===== src/rtl/quad_decoder.sv =====
// Quadrature decoder with input synchronizers, per-channel glitch filters,
// a saturating position register, a step/direction pulse and a sticky error
// flag for illegal (double-bit) transitions.
// A short INIT phase after reset lets the filters settle on the power-up
// input level before any transition is decoded.
module quad_decoder #(
    parameter int N    = 8,
    parameter int FILT = 3
) (
    input  logic         CLK,
    input  logic         N_RESET,
    input  logic         QA,
    input  logic         QB,
    input  logic         LOAD,
    input  logic [N-1:0] LOAD_VAL,
    input  logic         CLR_ERR,
    output logic [N-1:0] Y,
    output logic         STEP,
    output logic         DIR,
    output logic         ERR
);

    // Run counter width covers FILT up to 15.
    localparam int CW = 4;
    localparam logic [CW-1:0] FILT_LAST = CW'(FILT - 1);

    // INIT phase length; leaving INIT on the edge where the counter equals
    // this value means PREV still tracks on that edge, so the first RUN
    // comparison already sees the settled power-up level.
    localparam logic [4:0] INIT_LEN = 5'(FILT + 2);

    localparam logic [0:0] ST_INIT = 1'b0;
    localparam logic [0:0] ST_RUN  = 1'b1;

    localparam logic [N-1:0] Y_MAX = '1;
    localparam logic [N-1:0] Y_MIN = '0;

    // Bit 1 is channel A, bit 0 is channel B throughout.
    logic [1:0] raw;
    logic [1:0] filt;

    assign raw = {QA, QB};

    // ------------------------------------------------------------------
    // Per-channel synchronizer and glitch filter
    // ------------------------------------------------------------------
    genvar gi;
    generate
        for (gi = 0; gi < 2; gi++) begin : g_chan
            logic          sync1_reg;
            logic          sync2_reg;
            logic          filt_reg;
            logic          filt_next;
            logic [CW-1:0] run_cnt_reg;
            logic [CW-1:0] run_cnt_next;

            // Filtered bit flips only after FILT consecutive differing edges;
            // any agreeing edge restarts the run.
            always_comb begin
                filt_next    = filt_reg;
                run_cnt_next = '0;
                if (sync2_reg != filt_reg) begin
                    if (run_cnt_reg == FILT_LAST) begin
                        filt_next = sync2_reg;
                    end else begin
                        run_cnt_next = run_cnt_reg + 1'b1;
                    end
                end
            end

            // Two-flop synchronizer followed by the filter state.
            always_ff @(posedge CLK) begin
                if (!N_RESET) begin
                    sync1_reg   <= 1'b0;
                    sync2_reg   <= 1'b0;
                    filt_reg    <= 1'b0;
                    run_cnt_reg <= '0;
                end else begin
                    sync1_reg   <= raw[gi];
                    sync2_reg   <= sync1_reg;
                    filt_reg    <= filt_next;
                    run_cnt_reg <= run_cnt_next;
                end
            end

            assign filt[gi] = filt_reg;
        end
    endgenerate

    // ------------------------------------------------------------------
    // Transition classification
    // ------------------------------------------------------------------
    logic [1:0] prev_reg;
    logic       is_up;
    logic       is_down;
    logic       is_illegal;

    // Compare the previous filtered pair with the current one.
    always_comb begin
        is_up      = 1'b0;
        is_down    = 1'b0;
        is_illegal = 1'b0;
        case ({prev_reg, filt})
            4'b00_01, 4'b01_11, 4'b11_10, 4'b10_00: is_up      = 1'b1;
            4'b00_10, 4'b10_11, 4'b11_01, 4'b01_00: is_down    = 1'b1;
            4'b00_11, 4'b11_00, 4'b01_10, 4'b10_01: is_illegal = 1'b1;
            default: ;
        endcase
    end

    // ------------------------------------------------------------------
    // Control FSM: INIT settles the filters, RUN decodes
    // ------------------------------------------------------------------
    logic [0:0] state_reg;
    logic [0:0] state_next;
    logic [4:0] init_cnt_reg;
    logic [4:0] init_cnt_next;
    logic       in_run;

    // INIT counts its cycles, then hands over to RUN for good.
    always_comb begin
        state_next    = state_reg;
        init_cnt_next = init_cnt_reg;
        case (state_reg)
            ST_INIT: begin
                if (init_cnt_reg == INIT_LEN) begin
                    state_next    = ST_RUN;
                    init_cnt_next = '0;
                end else begin
                    init_cnt_next = init_cnt_reg + 1'b1;
                end
            end
            ST_RUN: begin
                state_next    = ST_RUN;
                init_cnt_next = '0;
            end
            default: begin
                state_next    = ST_INIT;
                init_cnt_next = '0;
            end
        endcase
    end

    assign in_run = (state_reg == ST_RUN);

    // ------------------------------------------------------------------
    // Position, step, direction and error
    // ------------------------------------------------------------------
    logic [N-1:0] y_reg;
    logic [N-1:0] y_next;
    logic         step_reg;
    logic         step_next;
    logic         dir_reg;
    logic         dir_next;
    logic         err_reg;
    logic         err_next;
    logic         step_valid;

    assign step_valid = in_run && (is_up || is_down);

    // LOAD overrides a concurrent step (no pulse, DIR kept); Y saturates at
    // both ends while STEP/DIR still report the step; error set beats clear.
    always_comb begin
        y_next    = y_reg;
        step_next = 1'b0;
        dir_next  = dir_reg;
        err_next  = err_reg;

        if (LOAD) begin
            y_next = LOAD_VAL;
        end else if (step_valid) begin
            step_next = 1'b1;
            dir_next  = is_up;
            if (is_up && (y_reg != Y_MAX)) begin
                y_next = y_reg + 1'b1;
            end else if (is_down && (y_reg != Y_MIN)) begin
                y_next = y_reg - 1'b1;
            end
        end

        if (in_run && is_illegal) begin
            err_next = 1'b1;
        end else if (CLR_ERR) begin
            err_next = 1'b0;
        end
    end

    // Register FSM, PREV and all outputs; reset overrides everything.
    always_ff @(posedge CLK) begin
        if (!N_RESET) begin
            state_reg    <= ST_INIT;
            init_cnt_reg <= '0;
            prev_reg     <= 2'b00;
            y_reg        <= '0;
            step_reg     <= 1'b0;
            dir_reg      <= 1'b0;
            err_reg      <= 1'b0;
        end else begin
            state_reg    <= state_next;
            init_cnt_reg <= init_cnt_next;
            prev_reg     <= filt;
            y_reg        <= y_next;
            step_reg     <= step_next;
            dir_reg      <= dir_next;
            err_reg      <= err_next;
        end
    end

    assign Y    = y_reg;
    assign STEP = step_reg;
    assign DIR  = dir_reg;
    assign ERR  = err_reg;

endmodule


===== config.mk =====
export PLATFORM = sky130hd
export DESIGN_NAME = quad_decoder
export DESIGN_NICKNAME = d
export VERILOG_FILES = /design/src/rtl/quad_decoder.sv
export SDC_FILE = /design/constraint.sdc
export NUM_CORES = 1
export LEC_CHECK = 0
export BUFFER_PORTS_ARGS = -buffer_cell sky130_fd_sc_hd__buf_2
export CAP_MARGIN = 10
export CORE_ASPECT_RATIO = 1.4
export CORE_MARGIN = 8
export CORE_UTILIZATION = 35
export DETAILED_ROUTE_END_ITERATION = 12
export PLACE_DENSITY_LB_ADDON = 0.15
export SLEW_MARGIN = 0
export SYNTH_ARGS = -nofsm -noshare
export SYNTH_HDL_FRONTEND = slang
export SYNTH_SLANG_ARGS = --single-unit

===== constraint.sdc =====
create_clock -name CLK -period 7.25 [get_ports CLK]
set_input_delay 1.45 -clock CLK [delete_from_list [all_inputs] [get_ports CLK]]
set_output_delay 1.45 -clock CLK [all_outputs]
set_load 0.01 [all_outputs]

# ---- After elaboration in Yosys (flattened, before gate mapping)
# Index checks and enable logic that the tools add are counted.
dict set report op_classes {
  bitwise 5
  eq_ne 18
  multipliers 0
  mux 14
  n_lt_le_gt_ge 0
  shifts 0
  n_div 0
  reduce_logical 19
  addsub 5
}
# op count
set op_table {}
lappend op_table {{8-bit two-way mux} 4}
lappend op_table {{4-bit equality test (second input constant)} 6}
lappend op_table {{4-bit by 2-bit equality test with 1-bit output (second input constant)} 4}
lappend op_table {{4-bit by 3-bit equality test with 1-bit output (second input constant)} 3}
lappend op_table {{4-bit OR reduction} 3}
lappend op_table {{5-bit one-hot mux with 2 select lines} 1}
lappend op_table {{4-bit by 1-bit adder with 4-bit output (second input constant)} 2}
lappend op_table {{8-bit by 1-bit adder with 8-bit output (second input constant)} 1}
lappend op_table {{8-bit inequality test (second input constant)} 1}
lappend op_table {{2-bit AND reduction} 4}
lappend op_table {{8-bit nonzero test} 1}
lappend op_table {{8-bit by 1-bit subtractor with 8-bit output (second input constant)} 1}
lappend op_table {{1-bit two-way mux} 7}
lappend op_table {{3-bit OR reduction} 2}
lappend op_table {{5-bit by 1-bit adder with 5-bit output (second input constant)} 1}
lappend op_table {{5-bit by 3-bit equality test with 1-bit output (second input constant)} 1}
lappend op_table {{5-bit two-way mux} 1}
lappend op_table {{1-bit inverter} 5}
lappend op_table {{4-bit by 1-bit equality test with 1-bit output (second input constant)} 1}
lappend op_table {{1-bit logical AND} 4}
lappend op_table {{2-bit nonzero test} 2}
lappend op_table {{3-bit nonzero test} 1}
lappend op_table {{1-bit inequality test} 2}
lappend op_table {{1-bit one-hot mux with 2 select lines} 1}
lappend op_table {{other kinds (2)} 2}
dict set report totals {
  mem_count 0
  out_inout_bits 11
  ramBits 0
  rom_bits 0
  latchBits 0
  register_bits 33
  elab_cells 76
  input_bits 14
}

# ---- Depth between registers and ports, before layout
# Gate-level depths: netlist of run 1.
dict set report depth {
  depth_word 8
  depth_mapped 8
  mapped_depth_nobuf 8
}

# ---- Worst setup path after synthesis of run 1
# Ideal clock, no wire load.
dict set report synth_timing {
  path_type {flip-flop to flip-flop}
  start {register g_chan[1].filt_reg}
  end {register y_reg[6], in the netlist Y[6]}
  setup_slack_ns 4.578
  required_time_ns 7.180
  synth_period_minus_slack_ns 2.672
  setup_ns 0.070
  path_buffers 0
  path_stages_with_launch 9
  t_arrival_ns 2.602
  path_cell_list {dfxtp_1 > xnor2_1 > o211ai_2 > fa_1 > a211oi_1 > nor2_1 > or4b_2 > a41o_1 > a21oi_1}
}
dict set report synth_between {
  elab_chain_cells 7
  elab_cells_between_ends 22
  classes_between {8 x eq/ne; 5 x mux; 9 x reduce/logical}
}
# element line_no
set synth_rtl {}
lappend synth_rtl {{start: declaration} 52} ;# logic filt_reg;
lappend synth_rtl {{start signal: assignment} 81} ;# filt_reg <= filt_next;
lappend synth_rtl {{4-bit by 1-bit equality test with 1-bit output, or another cell as far along} 103} ;# case ({prev_reg, filt})
lappend synth_rtl {{4-bit OR reduction} 103}
lappend synth_rtl {{1-bit two-way mux} 103}
lappend synth_rtl {{1-bit logical AND or 1-bit logical OR (tied branches)} {174, 159}}
lappend synth_rtl {{8-bit two-way mux or 1-bit logical AND (tied branches)} {174, 159}}
lappend synth_rtl {{8-bit two-way mux or 2-bit nonzero test (tied branches)} --}
lappend synth_rtl {{8-bit two-way mux or 2-bit AND reduction (tied branches)} --}
lappend synth_rtl {{end signal: assignment} 202} ;# y_reg <= y_next;
lappend synth_rtl {{end: declaration} 149} ;# logic [N-1:0] y_reg;
# Several ways; a longest one is shown, not always the timed one. The select of a mux whose other input is x is not followed.
# A chain may end at the register's enable or synchronous reset.

# ---- Worst setup path after layout of run 1
# Same ends and word-level chain as after synthesis.

==> impl_metrics.ini, run 1 <==
[outcome]
status = completed

[floorplanning]
pin_count = 25
placement_rows = 29
initial_cell_density_of_the_core_pct = 36.5
die_area_um2 = 7260
core_region_area_um2 = 4570
floorplan.die.width_um = 74.3
dieHeight_um = 97.6

[cts]
numCtsBuffers = 5
hold_buffers = 0
cts_resized = 0
post-cts-setup-buffers = 0
clock_network_latency_to_the_later_pin_of_the_worst_skew_pair_ns = 0.28
root_buffer = sky130_fd_sc_hd__clkbuf_8
clock_tree.buffer_depth = 2
clkSlewWorstSetupHoldPaths_ns = 0.07
tritoncts_clock_tree = done
numClockSinks = 33
h-tree-depth = 2

[worst_setup_path]
cp-start-kind = flip-flop
timing.reg2reg.setup_slack_ns = 4.26
timing.rr.start = g_chan[1].filt_reg
crit_path_top_delay_cell = sky130_fd_sc_hd__or4b_2
critical-path-top-delay-family = compound AO/OA/AOI/OAI gates
worstSetupEndpointType = flip-flop
worstPathArrival_ns = 3.20
critical_path_required_ns = 7.47
critPathLaunch = g_chan[1].filt_reg
timing.critical_path.fanout_max = 11
cp.buffers_inverters = 0
crit_path_max_incr_delay_ns = 0.62
crit_type = reg -> reg
cp_cell_sequence = xnor2_1 > o211ai_2 > fa_1 > a211oi_1 > nor2_1 > or4b_2 > a41o_1 > a21oi_1

[power_and_ir_drop]
total_power_w = 0.000382
p_leak_nw = 0.838
ir_drop_uv = 135
power_density_nw_per_um2 = 198

[cells_and_area]
syn_to_final_growth_pct = 15.8
antenna_cells_inserted = 0
final_nets = 237
fraction_of_final_layout_cells_sized_beyond_drive_strength_1_pct = 15.8
instances_no_fill = 271

[grt]
maximum_number_of_pins_on_one_net_before_global_route_repair = 28
grt_antenna_before_repair = 0
grt_overflow = 0
grt_usage_pct = 10.8
grt_first_pass_wirelength_um = 6170
number_of_global_route_vias_before_repair = 1338

[yosys]
synthesis.instances = 183
async_reset_ff_share_pct = 0
synthesis.area_per_instance_um2 = 9.11
synth_edf_count = 0
synth_flop_cell = sky130_fd_sc_hd__dfxtp_1
flip_flop_and_latch_count_after_synthesis = 33
ys_types = 39
mappedNetlistArea_um2 = 1670
seq_total_area_yosys_pct = 39.6
synth.net_count = 211
yosys_warnings = 0

[timing]
rsz_0062_raised_after_global_routing = false
timing.setup.tns_ns = 0
max_slew.worst_pin.slew_ns = 0.572
max_clock_freq_ghz = 0.335
finalSetupViolations = 0
report.final.slew_viol_count = 0
final_hold_vio_count = 0
max-slew-margin-rel_pct = 61.8
worst_clock_skew_on_the_final_layout_ns = 0.00989
min_period_ns = 2.99
min_period_over_period_pct = 41.2

[routing]
drt_pre_antenna_iters = 4
route.vias.total = 1378
avgRoutedWirePerCell_um = 13.5
post_drt_via_cell_ratio = 5.08
drt.antenna.violating_nets = 0
drtIter0Drc = 84
post-route-drc-count = 0
wl_um = 3650

[job]
cap_violations = 0

[placement]
hpwl_um = 2780
port_buffers = 24
dpl.cell_count = 264
finalWeightedCongestion = 0.859

[hold_path]
hp-class = reg -> reg
holdCritStartpoint = g_chan[1].sync1_reg
cell usage in the layout (no fill, tap or decap), types with 7 or more instances in the layout:
cell type                 Yosys  routed
sky130_fd_sc_hd__xor2_1      10      10
sky130_fd_sc_hd__nand2_1     11      11
sky130_fd_sc_hd__ha_1        13      13
sky130_fd_sc_hd__nor2_1      21      21
sky130_fd_sc_hd__buf_2        1      24
sky130_fd_sc_hd__xnor2_1      7       7
sky130_fd_sc_hd__dfxtp_1     33      33
sky130_fd_sc_hd__nand3_1     12      12
sky130_fd_sc_hd__a21oi_1     11      11
sky130_fd_sc_hd__o21ai_0      7       7
metrics by stage:
stage / utilization [%] / setup slack (ns) / hold slack (ns) / instance area (µm²)
floorplan: - / 4.58 / 0.412 / 1670
global placement: 40.3 / 4.41 / 0.419 / 1840
detailed placement: 40.3 / 4.28 / 0.423 / 1840
CTS: 42.2 / 4.26 / 0.440 / 1930
global route: 42.2 / 4.04 / 0.443 / 1930
finish: 42.2 / 4.26 / 0.434 / 1930
path summary, 6_finish.rpt:
| path | end | depth (start not counted) |
|---|---|---|
| setup / recovery | Y[6] | 8 |
| hold / removal | g_chan[1].sync2_reg | 1 |
| setup reg to reg | Y[6] | 8 |
| hold reg to reg | g_chan[1].sync2_reg | 1 |
worst reg2reg max path, delay by kind of cell (launching register included):
family / cells / cell delay, ns
xor+xnor: 1 / 0.38
fa+ha+maj: 1 / 0.54
compound gates: 4 / 0.92
flops: 1 / 0.36
simple gates: 2 / 0.73
cell type report:
| cell class | instances | area (µm²) |
|---|---|---|
| inverters | 6 | 22.5 |
| repair buffers | 24 | 120 |
| flip-flops and latches | 33 | 661 |
| well taps | 62 | 77.6 |
| clock buffers | 7 | 86.3 |
| multi-input cells | 139 | 963 |
| fillers | 510 | 2640 |
where the power goes:
| group | leakage [nW] | internal (W) | switching, W | total, W |
|---|---|---|---|---|
| clock | 0.0443 | 0.0000753 | 0.0000624 | 0.000138 |
| combinational | 0.524 | 0.0000223 | 0.0000256 | 0.0000478 |
| sequential | 0.269 | 0.000188 | 0.00000788 | 0.000196 |
routing by layer:
layer	vias up	wire (µm)	GRT usage, %
li1	694	-	-
met1	652	1470	11.8
met2	30	1980	19.0
met3	2	190	3.31
met4	0	15	3.18
met5	-	0	0
logic make-up after synthesis:
kind of cell / after synthesis / synth area share (%)
compound gates: 36 / 14.3
mux: 3 / 1.80
xor+xnor: 18 / 9.91
fa+ha+maj: 14 / 11.0
simple gates: 68 / 20.8
flops: 33 / 39.6
buf+inv: 11 / 2.55
cells in the mapped netlist, types with 3 or more instances:
cell type / count / area, µm²
sky130_fd_sc_hd__a21boi_0: 3 / 22.5
sky130_fd_sc_hd__a21o_1: 3 / 22.5
sky130_fd_sc_hd__a21oi_1: 11 / 55.1
sky130_fd_sc_hd__and2_1: 6 / 37.5
sky130_fd_sc_hd__clkbuf_1: 4 / 15.0
sky130_fd_sc_hd__dfxtp_1: 33 / 661
sky130_fd_sc_hd__ha_1: 13 / 163
sky130_fd_sc_hd__inv_1: 6 / 22.5
sky130_fd_sc_hd__mux2i_1: 3 / 30.0
sky130_fd_sc_hd__nand2_1: 11 / 41.3
sky130_fd_sc_hd__nand3_1: 12 / 60.1
sky130_fd_sc_hd__nand4_1: 4 / 25.0
sky130_fd_sc_hd__nor2_1: 21 / 78.8
sky130_fd_sc_hd__o21ai_0: 7 / 35.0
sky130_fd_sc_hd__xnor2_1: 7 / 61.3
sky130_fd_sc_hd__xor2_1: 10 / 87.6
(Power assumes the default switching activity.)
==> inputs of run 2 (changes only) <==
--- a/config.mk
+++ b/config.mk
@@ -5,6 +5,7 @@
 export SDC_FILE = /design/constraint.sdc
 export NUM_CORES = 1
 export LEC_CHECK = 0
+export ABC_AREA = 1
 export BUFFER_PORTS_ARGS = -buffer_cell sky130_fd_sc_hd__buf_2
 export CAP_MARGIN = 10
 export CORE_ASPECT_RATIO = 1.4
==> constraint.sdc (replaced) <==
create_clock -name CLK -period 2.42 [get_ports CLK]
set_input_delay 0.484 -clock CLK [delete_from_list [all_inputs] [get_ports CLK]]
set_output_delay 0.484 -clock CLK [all_outputs]
set_load 0.01 [all_outputs]
==> impl_metrics.ini, run 2 <==
[grt]
maximum_number_of_pins_on_one_net_before_global_route_repair = 16
grt_first_pass_wirelength_um = 7090
number_of_global_route_vias_before_repair = 1654
grt_antenna_before_repair = 0
grt_overflow = 0
grt_usage_pct = 11.1

[timing]
max_slew.worst_pin.slew_ns = 0.329
worst_clock_skew_on_the_final_layout_ns = 0.00261
max-slew-margin-rel_pct = 77.9
min_period_ns = 2.15
min_period_over_period_pct = 88.8
final_hold_vio_count = 0
report.final.slew_viol_count = 0
max_clock_freq_ghz = 0.465
rsz_0062_raised_after_global_routing = false
timing.setup.tns_ns = 0
finalSetupViolations = 0

[floorplanning]
dieHeight_um = 102
die_area_um2 = 7880
initial_cell_density_of_the_core_pct = 36.0
core_region_area_um2 = 5120
placement_rows = 31
floorplan.die.width_um = 77.4
pin_count = 25

[cts]
clock_tree.buffer_depth = 2
clock_network_latency_to_the_later_pin_of_the_worst_skew_pair_ns = 0.28
h-tree-depth = 2
hold_buffers = 0
tritoncts_clock_tree = done
numClockSinks = 33
clkSlewWorstSetupHoldPaths_ns = 0.06
numCtsBuffers = 5
post-cts-setup-buffers = 0
root_buffer = sky130_fd_sc_hd__clkbuf_8

[worst_setup_path]
most_frequent_cp_cell = sky130_fd_sc_hd__nand2_1
timing.rr.start = Y[1]
critical-path-top-delay-family = simple AND/OR/NAND/NOR gates
worstPathArrival_ns = 2.35
crit_path_top_delay_cell = sky130_fd_sc_hd__dfxtp_1
worstSetupEndpointType = flip-flop
cp.buffers_inverters = 0
crit_type = reg -> reg
cp_cell_sequence = nand2_1 > nor2_1 > nand2_1 > nand2_4 > ha_1 > nand3_1 > nand3_1 > a21oi_2 > nand3_1 > nand2_1 > nand2_1 > a21oi_1
cp-start-kind = flip-flop
crit_path_max_incr_delay_ns = 0.46
critPathLaunch = Y[1]
rr_worst_depth = 12
timing.critical_path.fanout_max = 11
critical_path_depth = 12
critical_path_required_ns = 2.62

[yosys]
async_reset_ff_share_pct = 0
seq_total_area_yosys_pct = 35.8
yosys-mux-area-fraction_pct = 0
synth_compound_area_share_pct = 8.07
synthSimpleGateAreaFrac_pct = 32.5
synth_edf_count = 0
synth.area.top_cells = sky130_fd_sc_hd__dfxtp_1 36%, sky130_fd_sc_hd__nand2_1 14%, sky130_fd_sc_hd__ha_1 8.8%, sky130_fd_sc_hd__inv_1 6.5%, sky130_fd_sc_hd__nor2_1 5.7%
synth_flop_cell = sky130_fd_sc_hd__dfxtp_1
yosys.cell_count.top_type = sky130_fd_sc_hd__nand2_1
synth.net_count = 287
ys_types = 27
synth_commonest_cells = 71 x sky130_fd_sc_hd__nand2_1, 33 x sky130_fd_sc_hd__dfxtp_1, 32 x sky130_fd_sc_hd__inv_1
synth-xor-area-share_pct = 5.70
synth_largest_area_cell = sky130_fd_sc_hd__dfxtp_1
top_cell_type_s_share_of_synthesized_area_pct = 35.8
synthesis.instances = 259
mappedNetlistArea_um2 = 1840
flip_flop_and_latch_count_after_synthesis = 33
synth-adder-area-share_pct = 9.91
synthesis.area_per_instance_um2 = 7.12
yosys_warnings = 0
largest_family_of_logic_cells_by_synthesized_area = simple AND/OR/NAND/NOR gates

[placement]
port_buffers = 24
hpwl_um = 3190
dpl.cell_count = 348
finalWeightedCongestion = 0.833

[hold_path]
hp-class = in -> reg
hold_depth = 3
holdCritStartpoint = QA

[routing]
route.vias.total = 1615
drt.antenna.violating_nets = 0
wl_um = 4050
avgRoutedWirePerCell_um = 11.4
drtIter0Drc = 76
post_drt_via_cell_ratio = 4.54
drt_pre_antenna_iters = 4
post-route-drc-count = 0

[outcome]
status = completed

[cells_and_area]
instances_no_fill = 356
syn_to_final_growth_pct = 16.1
final_cell_mix = 71 x sky130_fd_sc_hd__nand2_1, 32 x sky130_fd_sc_hd__inv_1, 29 x sky130_fd_sc_hd__dfxtp_1
final_nets = 317
layout.cells.most_common = sky130_fd_sc_hd__nand2_1
antenna_cells_inserted = 0
filler_cell_count = 555
fraction_of_final_layout_cells_sized_beyond_drive_strength_1_pct = 18.6

[power_and_ir_drop]
power_density_nw_per_um2 = 540
ir_drop_uv = 394
p_leak_nw = 1.09

[job]
cap_violations = 0
## run 2: metal layers
layer | share of wire (%) | global-route usage (%)
met3 | 3.3 | 3.17
met2 | 52 | 20.9
met1 | 42 | 10.9
met5 | 0 | 0
met4 | 2.3 | 4.81
## run 2: cells by family (layout without fill, tap and decap cells)
family                   count (synthesis)  count (layout)
AO/OA/AOI/OAI                           28              28
XOR/XNOR                                12              12
adder cells (fa/ha/maj)                 14              14
buffers and inverters                   39              70
flip-flops                              33              33
AND/OR/NAND/NOR                        133             133
## run 2: power by group
group | internal, W | switching (W)
Combinational | 0.0000742 | 0.000110
Clock | 0.000199 | 0.000189
Sequential | 0.000563 | 0.0000200
## run 2: worst paths after layout
check / endpoint / slack (ns)
max: Y[7] / 0.27
min: g_chan[1].sync1_reg / 0.38
max reg2reg: Y[7] / 0.27
min reg2reg: g_chan[1].sync2_reg / 0.41
## run 2: timing repair
action	CTS	global route
resized for setup	0	5
hold endpoints to repair	0	0
endpoints found under the setup margin	0	1
## run 2: metrics by stage
stage / utilization (%) / worst slack, ns / hold WS [ns] / area [µm²] / power, W
after floorplan: - / 0.497 / 0.390 / 1840 / 0.000718
after global placement: 40.0 / 0.213 / 0.393 / 2050 / 0.000778
after detailed placement: 40.0 / 0.198 / 0.397 / 2050 / 0.000778
after CTS: 41.6 / 0.179 / 0.374 / 2130 / 0.00118
after global routing: 41.8 / 0.00617 / 0.385 / 2140 / 0.00123
final: 41.8 / 0.271 / 0.383 / 2140 / 0.00116
## run 2: final cells by class
type	instances	area, µm²	share of cell area (%)
well taps	66	82.6	3.86
repair buffers	26	135	6.31
clock buffers	6	72.6	3.39
inverters	36	135	6.31
clock inverters	2	10.0	0.468
multi-input cells	187	1040	48.6
flip-flops and latches	33	666	31.1
## run 2: worst min-delay path, cell delays in order
cell and delay [ns]:
sky130_fd_sc_hd__buf_2 0.07, sky130_fd_sc_hd__nand2_1 0.04, sky130_fd_sc_hd__inv_1 0.04
